**src/rtl/nf10_axis_pkt_gen.sv**
```systemverilog
// AXI4-Stream packet generator with NetFPGA tuser metadata; NF10_AXIS_PKT_GEN_LFSR_EN selects LFSR payload.
// Latency: first beat is valid one cycle after start is accepted in IDLE.
// Backpressure: the presented beat and payload state hold while tvalid && !tready; packets are never truncated.
module nf10_axis_pkt_gen #(
    parameter int          C_M_AXIS_DATA_WIDTH  = 256,
    parameter int          C_M_AXIS_TUSER_WIDTH = 128,
    parameter logic [7:0]  C_SRC_PORT           = 8'h01,
    parameter logic [7:0]  C_DST_PORT           = 8'h04
) (
    input  logic                              aclk,
    input  logic                              areset,
    input  logic                              start,
    input  logic                              stop,
    input  logic [15:0]                       cfg_pkt_count,
    input  logic [15:0]                       cfg_pkt_len,
    input  logic [7:0]                        cfg_ipg,
    output logic [C_M_AXIS_DATA_WIDTH-1:0]    m_axis_tdata,
    output logic [C_M_AXIS_DATA_WIDTH/8-1:0]  m_axis_tstrb,
    output logic [C_M_AXIS_TUSER_WIDTH-1:0]   m_axis_tuser,
    output logic                              m_axis_tvalid,
    input  logic                              m_axis_tready,
    output logic                              m_axis_tlast,
    output logic                              busy,
    output logic                              done,
    output logic [31:0]                       pkts_sent
);
    localparam int          BYTES   = C_M_AXIS_DATA_WIDTH / 8;
    localparam int          LANES   = C_M_AXIS_DATA_WIDTH / 32;
    localparam logic [15:0] BYTES16 = 16'(BYTES);
    localparam logic [15:0] MIN_LEN = 16'd60;

    typedef enum logic [1:0] {ST_IDLE, ST_SEND, ST_GAP, ST_DONE} state_t;

    state_t      state_q, state_d;
    logic [15:0] count_q, count_d;
    logic [15:0] len_q, len_d;
    logic [7:0]  ipg_q, ipg_d;
    logic [15:0] rem_q, rem_d;     // bytes left in the packet, counting the beat on the bus
    logic [11:0] beat_q, beat_d;
    logic [15:0] seq_q, seq_d;
    logic [31:0] sent_q, sent_d;
    logic [7:0]  gap_q, gap_d;

    logic                           xfer;
    logic                           last_beat;
    logic                           run_complete;
    logic [15:0]                    start_len;
    logic [C_M_AXIS_DATA_WIDTH-1:0] payload;

    assign xfer         = (state_q == ST_SEND) && m_axis_tready;
    assign last_beat    = (rem_q <= BYTES16);
    assign run_complete = (count_q != 16'd0) && ((sent_q + 32'd1) == {16'd0, count_q});
    assign start_len    = (cfg_pkt_len < MIN_LEN) ? MIN_LEN : cfg_pkt_len;

`ifdef NF10_AXIS_PKT_GEN_LFSR_EN
    localparam logic [31:0] LFSR_POLY = 32'h8020_0003;
    localparam logic [31:0] LFSR_SEED = 32'hFFFF_FFFF;

    logic [31:0] lfsr_q, lfsr_d, lfsr_next;

    function automatic logic [31:0] lfsr_step(input logic [31:0] s);
        return s[0] ? ((s >> 1) ^ LFSR_POLY) : (s >> 1);
    endfunction

    // lane 0 carries the current state; the register jumps ahead by one step per lane on a transfer
    always_comb begin
        logic [31:0] s;
        s       = lfsr_q;
        payload = '0;
        for (int i = 0; i < LANES; i++) begin
            payload[i*32 +: 32] = s;
            s = lfsr_step(s);
        end
        lfsr_next = s;
    end

    always_comb begin
        lfsr_d = lfsr_q;
        if (state_q == ST_IDLE && start) begin
            lfsr_d = LFSR_SEED;
        end else if (xfer) begin
            lfsr_d = lfsr_next;
        end
    end

    always_ff @(posedge aclk) begin
        if (areset) begin
            lfsr_q <= LFSR_SEED;
        end else begin
            lfsr_q <= lfsr_d;
        end
    end
`else
    always_comb begin
        payload = '0;
        for (int i = 0; i < LANES; i++) begin
            payload[i*32 +: 32] = {seq_q, beat_q, 4'(i)};
        end
    end
`endif

    always_comb begin
        state_d = state_q;
        count_d = count_q;
        len_d   = len_q;
        ipg_d   = ipg_q;
        rem_d   = rem_q;
        beat_d  = beat_q;
        seq_d   = seq_q;
        sent_d  = sent_q;
        gap_d   = gap_q;
        case (state_q)
            ST_IDLE: begin
                if (start) begin
                    count_d = cfg_pkt_count;
                    len_d   = start_len;
                    ipg_d   = cfg_ipg;
                    rem_d   = start_len;
                    beat_d  = 12'd0;
                    seq_d   = 16'd0;
                    sent_d  = 32'd0;
                    state_d = ST_SEND;
                end
            end
            ST_SEND: begin
                if (xfer) begin
                    if (last_beat) begin
                        sent_d = sent_q + 32'd1;
                        seq_d  = seq_q + 16'd1;
                        beat_d = 12'd0;
                        rem_d  = len_q;
                        if (run_complete || stop) begin
                            state_d = ST_DONE;
                        end else if (ipg_q != 8'd0) begin
                            gap_d   = ipg_q;
                            state_d = ST_GAP;
                        end
                    end else begin
                        beat_d = beat_q + 12'd1;
                        rem_d  = rem_q - BYTES16;
                    end
                end
            end
            ST_GAP: begin
                if (stop) begin
                    state_d = ST_DONE;
                end else if (gap_q <= 8'd1) begin
                    state_d = ST_SEND;
                end else begin
                    gap_d = gap_q - 8'd1;
                end
            end
            ST_DONE: begin
                state_d = ST_IDLE;
            end
            default: begin
                state_d = ST_IDLE;
            end
        endcase
    end

    always_ff @(posedge aclk) begin
        if (areset) begin
            state_q <= ST_IDLE;
            count_q <= 16'd0;
            len_q   <= 16'd0;
            ipg_q   <= 8'd0;
            rem_q   <= 16'd0;
            beat_q  <= 12'd0;
            seq_q   <= 16'd0;
            sent_q  <= 32'd0;
            gap_q   <= 8'd0;
        end else begin
            state_q <= state_d;
            count_q <= count_d;
            len_q   <= len_d;
            ipg_q   <= ipg_d;
            rem_q   <= rem_d;
            beat_q  <= beat_d;
            seq_q   <= seq_d;
            sent_q  <= sent_d;
            gap_q   <= gap_d;
        end
    end

    // outputs are pure functions of held state, so a stalled beat cannot change
    always_comb begin
        m_axis_tvalid = (state_q == ST_SEND);
        m_axis_tlast  = 1'b0;
        m_axis_tdata  = '0;
        m_axis_tstrb  = '0;
        m_axis_tuser  = '0;
        if (m_axis_tvalid) begin
            m_axis_tlast       = last_beat;
            m_axis_tdata       = payload;
            m_axis_tuser[31:0] = {C_DST_PORT, C_SRC_PORT, len_q};
            for (int i = 0; i < BYTES; i++) begin
                m_axis_tstrb[i] = (16'(i) < rem_q);
            end
        end
    end

    assign busy      = (state_q != ST_IDLE);
    assign done      = (state_q == ST_DONE);
    assign pkts_sent = sent_q;

endmodule

```
**config.mk**
```make
export PLATFORM = sky130hd
export DESIGN_NAME = nf10_axis_pkt_gen
export DESIGN_NICKNAME = d
export VERILOG_FILES = /design/src/rtl/nf10_axis_pkt_gen.sv
export SDC_FILE = /design/constraint.sdc
export NUM_CORES = 1
export LEC_CHECK = 0
export ABC_CLOCK_PERIOD_IN_PS = 9300
export CAP_MARGIN = 5
export CORE_AREA = 5 5 189 191
export DETAILED_ROUTE_END_ITERATION = 16
export DIE_AREA = 0 0 194 196
export PLACE_DENSITY_LB_ADDON = 0.08
export SLEW_MARGIN = 40
export SYNTH_ARGS = -nofsm -noshare
export SYNTH_HDL_FRONTEND = slang
export SYNTH_SLANG_ARGS = --single-unit
```
**constraint.sdc**
```tcl
create_clock -name aclk -period 9.3 [get_ports aclk]
set_input_delay 1.86 -clock aclk [delete_from_list [all_inputs] [get_ports aclk]]
set_output_delay 1.86 -clock aclk [all_outputs]
set_load 0.02 [all_outputs]
```
# ---- After elaboration in Yosys (flattened, before gate mapping)
# Cells that the tools add are included.
dict set report classes {
  n_addsub 5
  magnitude_cmp 35
  n_eq_ne 13
  muxes 36
  reduce_logical 14
}
# op count
set ops {}
lappend ops {{$lt A5 B16 Y1 const A} 16}
lappend ops {{$mux W256} 1}
lappend ops {{$lt A4 B16 Y1 const A} 8}
lappend ops {{$mux W32} 4}
lappend ops {{$mux W16} 7}
lappend ops {{$lt A3 B16 Y1 const A} 4}
lappend ops {{$pmux W16 S2} 2}
lappend ops {{$pmux W32 S2} 1}
lappend ops {{$mux W8} 6}
lappend ops {{$mux W12} 3}
lappend ops {{$add A32 B1 Y32 const B} 1}
lappend ops {{$eq A32 B16 Y1} 1}
lappend ops {{$lt A1 B16 Y1 const A} 2}
lappend ops {{$lt A2 B16 Y1 const A} 2}
lappend ops {{$mux W27} 1}
lappend ops {{$pmux W12 S2} 1}
lappend ops {{$add A16 B1 Y16 const B} 1}
lappend ops {{$le A16 B6 Y1 const B} 1}
lappend ops {{$lt A16 B6 Y1 const B} 1}
lappend ops {{$pmux W8 S2} 1}
lappend ops {{$reduce_bool A16 Y1} 1}
lappend ops {{$sub A16 B6 Y16 const B} 1}
lappend ops {{$mux W2} 7}
lappend ops {{$add A12 B1 Y12 const B} 1}
lappend ops {{20 further kinds} 29}
dict set report totals {
  regBits 126
  input_bits 45
  output_inout_bits 452
  word_cells 112
}

# ---- Logic depth before layout (Yosys ltp)
# Gate-level depths: netlist of run 1.
dict set report depth {
  ltp_word 8
  ltp_mapped 11
  depth_no_buf 10
}

# ---- Least setup slack after synthesis of run 1
# No wires, ideal clock.
dict set report synth_timing {
  kind {reg-to-output}
  start {register rem_q[12]}
  end {output m_axis_tstrb[4]}
  t_arrival_ps 2308
  t_required_ps 7440
  slack_ps 5132
  path_stages_with_launch 8
  n_path_buf 1
  path_cell_list {dfxtp_1 or4_1 clkbuf_1 or2_2 o21ai_1 inv_1 a21oi_1 o21ai_0}
}
dict set report synth_between {
  elab_chain_len 2
}
# element line
set synth_rtl {}
lappend synth_rtl {{from (decl)} 38} ;# logic [15:0] rem_q, rem_d;
lappend synth_rtl {{from (signal assigned)} 178} ;# rem_q <= rem_d;
lappend synth_rtl {{$lt A3 B16 Y1} 198} ;# m_axis_tstrb[i] = (16'(i) < rem_q);
lappend synth_rtl {{$mux W32} 193} ;# if (m_axis_tvalid) begin
lappend synth_rtl {{to (decl)} 18} ;# output logic [C_M_AXIS_DATA_WIDTH/8-1:0] m_axis_tstrb,
# Every way passes these cells.

# ---- Worst setup path after layout of run 1
dict set report layout_timing {
  start {register state_q[1]}
  end {output m_axis_tstrb[5]}
}
dict set report layout_between {
  elab_chain_len 2
}
# element line
set layout_rtl {}
lappend layout_rtl {{from (decl)} 34} ;# state_t state_q, state_d;
lappend layout_rtl {{from (signal assigned)} 174} ;# state_q <= state_d;
lappend layout_rtl {{$eq A2 B1 Y1} 188} ;# m_axis_tvalid = (state_q == ST_SEND);
lappend layout_rtl {{$mux W32} 193}
# Every way passes these cells.

==> results of run 1 <==
## stage by stage
stage          area (µm²)  utilization  setup WS [ns]  hold WS, ns  power, mW
4_1_cts             12400        0.365           3.95        0.448       1.81
2_1_floorplan       10300            -           5.13        0.417      0.984
3_5_place_dp        11800        0.348           4.43        0.434       1.14
5_1_grt             12400        0.366           3.51        0.481       1.88
6_report            12400        0.366           3.86        0.444       1.79
3_3_place_gp        11800        0.346           4.50        0.430       1.14
## critical path, delay by kind of cell, from the launching register on
family / cells / cell delay (ns)
DFF: 1 / 0.52
and+or+nand+nor: 1 / 0.20
buffers and inverters: 4 / 1.62
AOI/OAI and AO/OA: 3 / 0.81
## layout make-up
cell class                 instances  area share
timing repair buffer             377       0.303
clock buffer                      19      0.0357
tap                              455      0.0459
clock inverter                    13      0.0107
sequential                       126       0.203
multi-input combinational        844       0.393
inverter                          28     0.00857
## synthesized netlist by cell type, drive strengths merged, types with 4 or more instances
master  count  area, µm²
buf       351       2610
dfxtp     126       2520
nor2      107        404
o21ai      81        405
nand2      73        274
clkbuf     56        213
a21oi      51        255
and2       47        294
a22o       38        333
nand3      35        180
xnor2      30        263
inv        28        105
nor4       27        181
nand4      25        178
nor3       24        120
xor2       19        166
and3       18        113
or3        14       87.6
a211oi     13       97.6
o31ai      13       97.6
a31oi       8       50.1
ha          7       87.6
o211ai      6       45.0
o41ai       6       60.1
and4        5       43.8
nand2b      5       31.3
o22ai       5       31.3
or4         5       41.3
mux2i       4       40.0
## path summary, 6_finish.rpt
path / start / end / slack, ns / cells past startpoint
setup / recovery: state_q[1]$_SDFFE_PP0P_ / m_axis_tstrb[5] / 3.86 / 8
hold / removal: len_q[3]$_SDFFE_PP0P_ / len_q[3]$_SDFFE_PP0P_ / 0.44 / 2
setup reg to reg: pkts_sent[0]$_SDFFE_PP0P_ / gap_q[2]$_SDFFE_PP0P_ / 5.38 / 9
hold reg to reg: len_q[3]$_SDFFE_PP0P_ / len_q[3]$_SDFFE_PP0P_ / 0.44 / 2
## power groups by stage
| stage | combinational, mW | clock, mW | sequential [mW] |
|---|---|---|---|
| finish | 0.520 | 0.659 | 0.607 |
| global route | 0.563 | 0.703 | 0.612 |
| CTS | 0.523 | 0.681 | 0.607 |
| detailed placement | 0.522 | 0 | 0.619 |
| global placement | 0.521 | 0 | 0.618 |
| floorplan | 0.383 | 0 | 0.601 |
## metal layers
metal / up-vias / share of wire
li1: 4199 / -
met1: 4038 / 0.41
met2: 342 / 0.50
met3: 42 / 0.068
met4: 4 / 0.021
met5: - / 0.00082
## cells by family after synthesis
| kind of cell | after synthesis | share of synthesized area |
|---|---|---|
| flops | 126 | 0.258 |
| mux | 4 | 0.00410 |
| fa+ha+maj | 8 | 0.00998 |
| compound gates | 257 | 0.174 |
| simple gates | 395 | 0.207 |
| buf+inv | 435 | 0.300 |
| xor+xnor | 50 | 0.0462 |
| other cells | 1 | 0.000384 |
## flip-flops by register name (all words and copies together), names as in the netlist
register	flops
pkts_sent	32
count_q	16
len_q	16
rem_q	16
seq_q	16
beat_q	12
gap_q	8
ipg_q	8
state_q	2
==> out/qor.txt, run 1 <==
========================================================================================================
Run status ................................................................................    completed
Core Footprint ............................................................................   0.0339 mm²
Combinational share of power ..............................................................        0.291
Crit Path Max Fanout ......................................................................           45
Internal power component ..................................................................      1.14 mW
Detailed Routing Iterations Pass 1 ........................................................            5
Total power density per cell area .........................................................   144 mW/mm²
Total routing resource utilization after global routing ...................................        0.158
Chip width ................................................................................       194 µm
# IOs .....................................................................................          497
Portion of total power attributed to sequential cells .....................................        0.340
Slew at the pin with the worst max-slew slack .............................................     0.765 ns
First-pass GRT wire length ................................................................     48700 µm
Met1 usage in global routing ..............................................................        0.195
Post-synth ARST share .....................................................................            0
Average instance area after synthesis .....................................................     7.66 µm²
Per-cell routed wire length ...............................................................      17.6 µm
Cell Area, Synth ..........................................................................  0.00977 mm²
Final worst path period share .............................................................        0.584
Initial antenna violation count ...........................................................            2
Die area ..................................................................................   0.0380 mm²
Vertical extent of the die ................................................................       196 µm
Unrepaired setup endpoints after global routing ...........................................        false
Global route total overflow ...............................................................            0
Leading cell types in the layout, fill and taps excluded .................................. 366 x sky130_fd_sc_hd__clkdlybuf4s50_1, 130 x sky130_fd_sc_hd__conb_1, 126 x sky130_fd_sc_hd__dfxtp_1, 104 x sky130_fd_sc_hd__nor2_1, 79 x sky130_fd_sc_hd__o21ai_0
Initial Utilization .......................................................................        0.288
Detailed placement HPWL ...................................................................     25200 µm
Antenna cells .............................................................................            0
Synthesized netlist cell count ............................................................         1276
CTS tree ..................................................................................          yes
Cell Chain, Critical Path ................................................................. nand2b_1, clkinv_2, buf_4, o21ai_1, inv_1, a21oi_1, o21ai_0, clkdlybuf4s50_1
DRC violations left .......................................................................            0
Clock root buffer master .................................................................. sky130_fd_sc_hd__clkbuf_16
Largest net degree at the start of global routing .........................................           46
Arrival time worst endpoint ...............................................................      3.58 ns
Commonest non-fill, non-tap cell in the layout ............................................ sky130_fd_sc_hd__clkdlybuf4s50_1
Ratio of cells with drive above 1 in the final layout .....................................       0.0462
Number of non-filler instances in the completed layout ....................................         1862
CTS H-Tree Depth ..........................................................................            4
Most congested layer reported by global routing ...........................................         met2
Number of synthesized flops with an enable pin ............................................            0
Final setup vio count .....................................................................            0
WL final ..................................................................................     32800 µm
CTS Buf Count .............................................................................           17
Number of placed instances with taps included .............................................         1829
Number of warning messages in the yosys log ...............................................            0
Critical path startpoint category .........................................................         flop
Via count of the first global-routing pass ................................................         7953
Sequential-to-total area share from yosys stat ............................................        0.258
Antenna Violating Nets Remaining ..........................................................            0
Count of input and output buffers .........................................................          366
Post-CTS setup buffer count ...............................................................            0
Max-slew violation total from the final report ............................................            0
Number of flip-flops and latches in the synthesized netlist ...............................          126
Main synth FF type ........................................................................ sky130_fd_sc_hd__dfxtp_1
Kind of end point of the critical path ....................................................   output pin
Worst min-delay path class ................................................................ flop to flop
Post-CTS clock slew at the launch and capture registers of the worst setup and hold paths .      0.07 ns
Max Buffers Root-to-Sink ..................................................................            2
Relative area change from synthesis to final layout .......................................        27.0%
# resized after CTS .......................................................................            0
Total count of hold-check failures in the final report ....................................            0
Delay of the slowest cell on the worst path ...............................................      0.57 ns
Required time of the critical path ........................................................      7.44 ns
Via density ...............................................................................         4.63
Hold-fix buffers, CTS .....................................................................            0
Clock Latency Late Sink ...................................................................      0.42 ns
Starting DRC count in detailed routing ....................................................          461
Filler Cells Inserted .....................................................................         3583
Final net count ...........................................................................         1446
Number of cell rows .......................................................................           68
Max transition margin .....................................................................        0.489
Leakage power total .......................................................................      4.60 nW
Maximum clock frequency ...................................................................      184 MHz
Via count .................................................................................         8625
Largest voltage drop on the vdd net .......................................................   0.000106 V
Number of maximum-capacitance violations ..................................................            0
Final RePlAce weighted congestion .........................................................        0.807
Post-synth cell types .....................................................................           73
Sw Pwr ....................................................................................     0.646 mW
M3 GR Usage ...............................................................................       0.0376
Reg area ..................................................................................  0.00252 mm²
WS Path Type .............................................................................. flop to output pin
Share of total power consumed by net switching ............................................        0.361
Clock skew after layout ...................................................................    0.0154 ns
Shortest period the worst path allows .....................................................      5.44 ns
Met2 Resource Use GR ......................................................................        0.276
Setup TNS Final ...........................................................................         0 ns
Area taken by multi-input logic gates .....................................................  0.00488 mm²
Sink count of the clock tree ..............................................................          126
Proportion of power drawn by the clock network ............................................        0.369
Crit-path slowest cell .................................................................... sky130_fd_sc_hd__clkdlybuf4s50_1
========================================================================================================
Note: power is estimated with default switching activity, not from simulation.
==> run 2: changes to the inputs <==
- ABC_CLOCK_PERIOD_IN_PS: 9300 -> 4400
- clock period: 9.3 -> 4.4 ns (I/O delays scaled with it)
==> run 2 against run 1 <==
  * Clock power grew 110%
  * Highest routed layer unchanged
  * Combinational power grew 110%
  * Critical endpoint unchanged
  * Sequential power increased by 110%
==> out/qor.txt, run 2 (synthesized netlist as in run 1, its figures left out) <==
========================================================================================================
Commonest non-fill, non-tap cell in the layout ............................................ sky130_fd_sc_hd__clkdlybuf4s50_1
Worst min-delay path class ................................................................ flop to flop
Starting DRC count in detailed routing ....................................................          522
Worst Hold Path Cells .....................................................................            2
Total placed instance area ................................................................   0.0119 mm²
Run status ................................................................................    completed
Post-CTS clock slew at the launch and capture registers of the worst setup and hold paths .      0.06 ns
Crit-path slowest cell .................................................................... sky130_fd_sc_hd__clkdlybuf4s50_1
Max transition margin .....................................................................        0.507
Final cell utilization of the core ........................................................        0.367
Number of maximum-capacitance violations ..................................................            0
Share of total power consumed by net switching ............................................        0.359
WL final ..................................................................................     32900 µm
Flop-to-flop setup slack ..................................................................      0.81 ns
Per-cell routed wire length ...............................................................      17.6 µm
Setup TNS Final ...........................................................................         0 ns
Delay of the slowest cell on the worst path ...............................................      0.57 ns
Clock root buffer master .................................................................. sky130_fd_sc_hd__clkbuf_16
Detailed Routing Iterations Pass 1 ........................................................            6
First-pass GRT wire length ................................................................     49400 µm
CTS tree ..................................................................................          yes
Cell Chain, Critical Path ................................................................. nor4_1, nand2_1, or2_2, o21ai_2, inv_1, a21oi_1, o21ai_0, clkdlybuf4s50_1
Antenna cells .............................................................................            0
Routed length on met1 .....................................................................     14100 µm
WS Path Type .............................................................................. flop to output pin
Final RePlAce weighted congestion .........................................................        0.793
Critical path startpoint category .........................................................         flop
Core Footprint ............................................................................   0.0339 mm²
Reg area ..................................................................................  0.00252 mm²
CTS H-Tree Depth ..........................................................................            4
Via count of the first global-routing pass ................................................         7993
Total power density per cell area .........................................................   303 mW/mm²
Internal power component ..................................................................      2.42 mW
Required time of the critical path ........................................................      3.52 ns
Number of cell rows .......................................................................           68
Antenna Violating Nets Remaining ..........................................................            0
Via density ...............................................................................         4.58
Total length of routed met3 wires .........................................................      2300 µm
Post-route cell area ......................................................................   0.0125 mm²
R2R Path Start ............................................................................ pkts_sent[0]$_SDFFE_PP0P_
Shortest period the worst path allows .....................................................      4.15 ns
Sw Pwr ....................................................................................      1.36 mW
Via count .................................................................................         8581
Combinational share of power ..............................................................        0.290
Proportion of power drawn by the clock network ............................................        0.370
Largest voltage drop on the vdd net .......................................................   0.000194 V
Ratio of cells with drive above 1 in the final layout .....................................       0.0521
Largest net degree at the start of global routing .........................................           48
Unrepaired setup endpoints after global routing ...........................................        false
Portion of total power attributed to sequential cells .....................................        0.340
Vertical extent of the die ................................................................       196 µm
Worst r2r path cells ......................................................................            9
Chip width ................................................................................       194 µm
CTS Buf Count .............................................................................           17
Sink count of the clock tree ..............................................................          126
Max-slew violation total from the final report ............................................            0
Clock skew after layout ...................................................................    0.0201 ns
Leading cell types in the layout, fill and taps excluded .................................. 366 x sky130_fd_sc_hd__clkdlybuf4s50_1, 130 x sky130_fd_sc_hd__conb_1, 126 x sky130_fd_sc_hd__dfxtp_1, 104 x sky130_fd_sc_hd__nor2_1, 79 x sky130_fd_sc_hd__o21ai_0
Hold-fix buffers, CTS .....................................................................            0
WL met2 ...................................................................................     15900 µm
Endpoint of the most critical register-to-register path ................................... gap_q[2]$_SDFFE_PP0P_
Relative area change from synthesis to final layout .......................................        27.4%
Pwr Total .................................................................................      3.78 mW
Total routing resource utilization after global routing ...................................        0.160
Global route total overflow ...............................................................            0
Max Buffers Root-to-Sink ..................................................................            2
Arrival time worst endpoint ...............................................................      3.27 ns
First element of the critical path ........................................................ rem_q[5]$_SDFFE_PP0P_
Slew at the pin with the worst max-slew slack .............................................     0.738 ns
Kind of end point of the critical path ....................................................   output pin
Crit Path Max Fanout ......................................................................            8
Uppermost metal layer occupied by signal nets .............................................         met5
Leakage power total .......................................................................      4.64 nW
Max FFs per register ......................................................................           32
Area taken by multi-input logic gates .....................................................  0.00484 mm²
Maximum clock frequency ...................................................................      241 MHz
Count of input and output buffers .........................................................          366
Final setup vio count .....................................................................            0
Die area ..................................................................................   0.0380 mm²
Final net count ...........................................................................         1459
Initial antenna violation count ...........................................................            1
Filler Cells Inserted .....................................................................         3531
DRC violations left .......................................................................            0
Initial Utilization .......................................................................        0.288
Startpoint of the tightest hold check path ................................................ len_q[3]$_SDFFE_PP0P_
# IOs .....................................................................................          497
Detailed placement HPWL ...................................................................     25200 µm
Total count of hold-check failures in the final report ....................................            0
Clock Latency Late Sink ...................................................................      0.43 ns
Capture endpoint of the worst hold path ................................................... len_q[3]$_SDFFE_PP0P_
Final worst path period share .............................................................        0.944
========================================================================================================
-- run 2: cell count changes in the layout (fill, tap and decap cells not counted), sizes merged --
| cell | delta |
|---|---|
| buf | +13 |
| clkbuf | +2 |
| clkinv | -1 |
| clkinvlp | -1 |
-- run 2: what timing repair did --
item                                    4_1_cts  5_1_grt
setup buffers                                 0        0
endpoints found under the setup margin        0        4
resized for setup                             0        1
-- run 2: critical path, delay by kind of cell, from the launching register on --
family                 cells  cell delay [ns]
and+or+nand+nor            3             1.08
AOI/OAI and AO/OA          3             0.73
buffers and inverters      2             0.66
DFF                        1             0.37
-- run 2: cell type report --
class	instances	area share
Multi-Input combinational cell	844	0.388
Timing Repair Buffer	390	0.310
Sequential cell	126	0.202
Tap cell	455	0.0457
Clock buffer	21	0.0370
Clock inverter	11	0.00864
Inverter	28	0.00844
-- run 2: worst max path at each step --
stage                       to  slack (ns)  cells after the start
6_report       m_axis_tstrb[5]        0.25                      8
5_1_grt        m_axis_tstrb[5]        0.03                      8
2_1_floorplan  m_axis_tstrb[4]        1.21                      7
3_3_place_gp   m_axis_tstrb[4]        0.69                      8
4_1_cts        m_axis_tstrb[5]        0.12                      8
3_5_place_dp   m_axis_tstrb[5]        0.65                      8
-- run 2: power groups by stage --
stage / Sequential [mW] / Combinational, mW / Clock [mW]
6_report: 1.28 / 1.09 / 1.40
5_1_grt: 1.30 / 1.19 / 1.48
4_1_cts: 1.28 / 1.10 / 1.43
3_5_place_dp: 1.31 / 1.10 / 0
2_1_floorplan: 1.27 / 0.810 / 0
3_3_place_gp: 1.31 / 1.11 / 0
-- run 2: routing by layer --
layer  up-vias  GRT usage
li1       4236          -
met1      3960      0.204
met2       353      0.271
met3        30     0.0385
met4         2     0.0461
met5         -          0
-- run 2: through the flow --
step	hold slack, ns	setup slack (ns)	cells
floorplan	0.417	1.21	1405
global placement	0.428	0.691	1843
detailed placement	0.440	0.650	1843
CTS	0.455	0.120	1875
global route	0.485	0.0287	1875
finish	0.448	0.247	1875
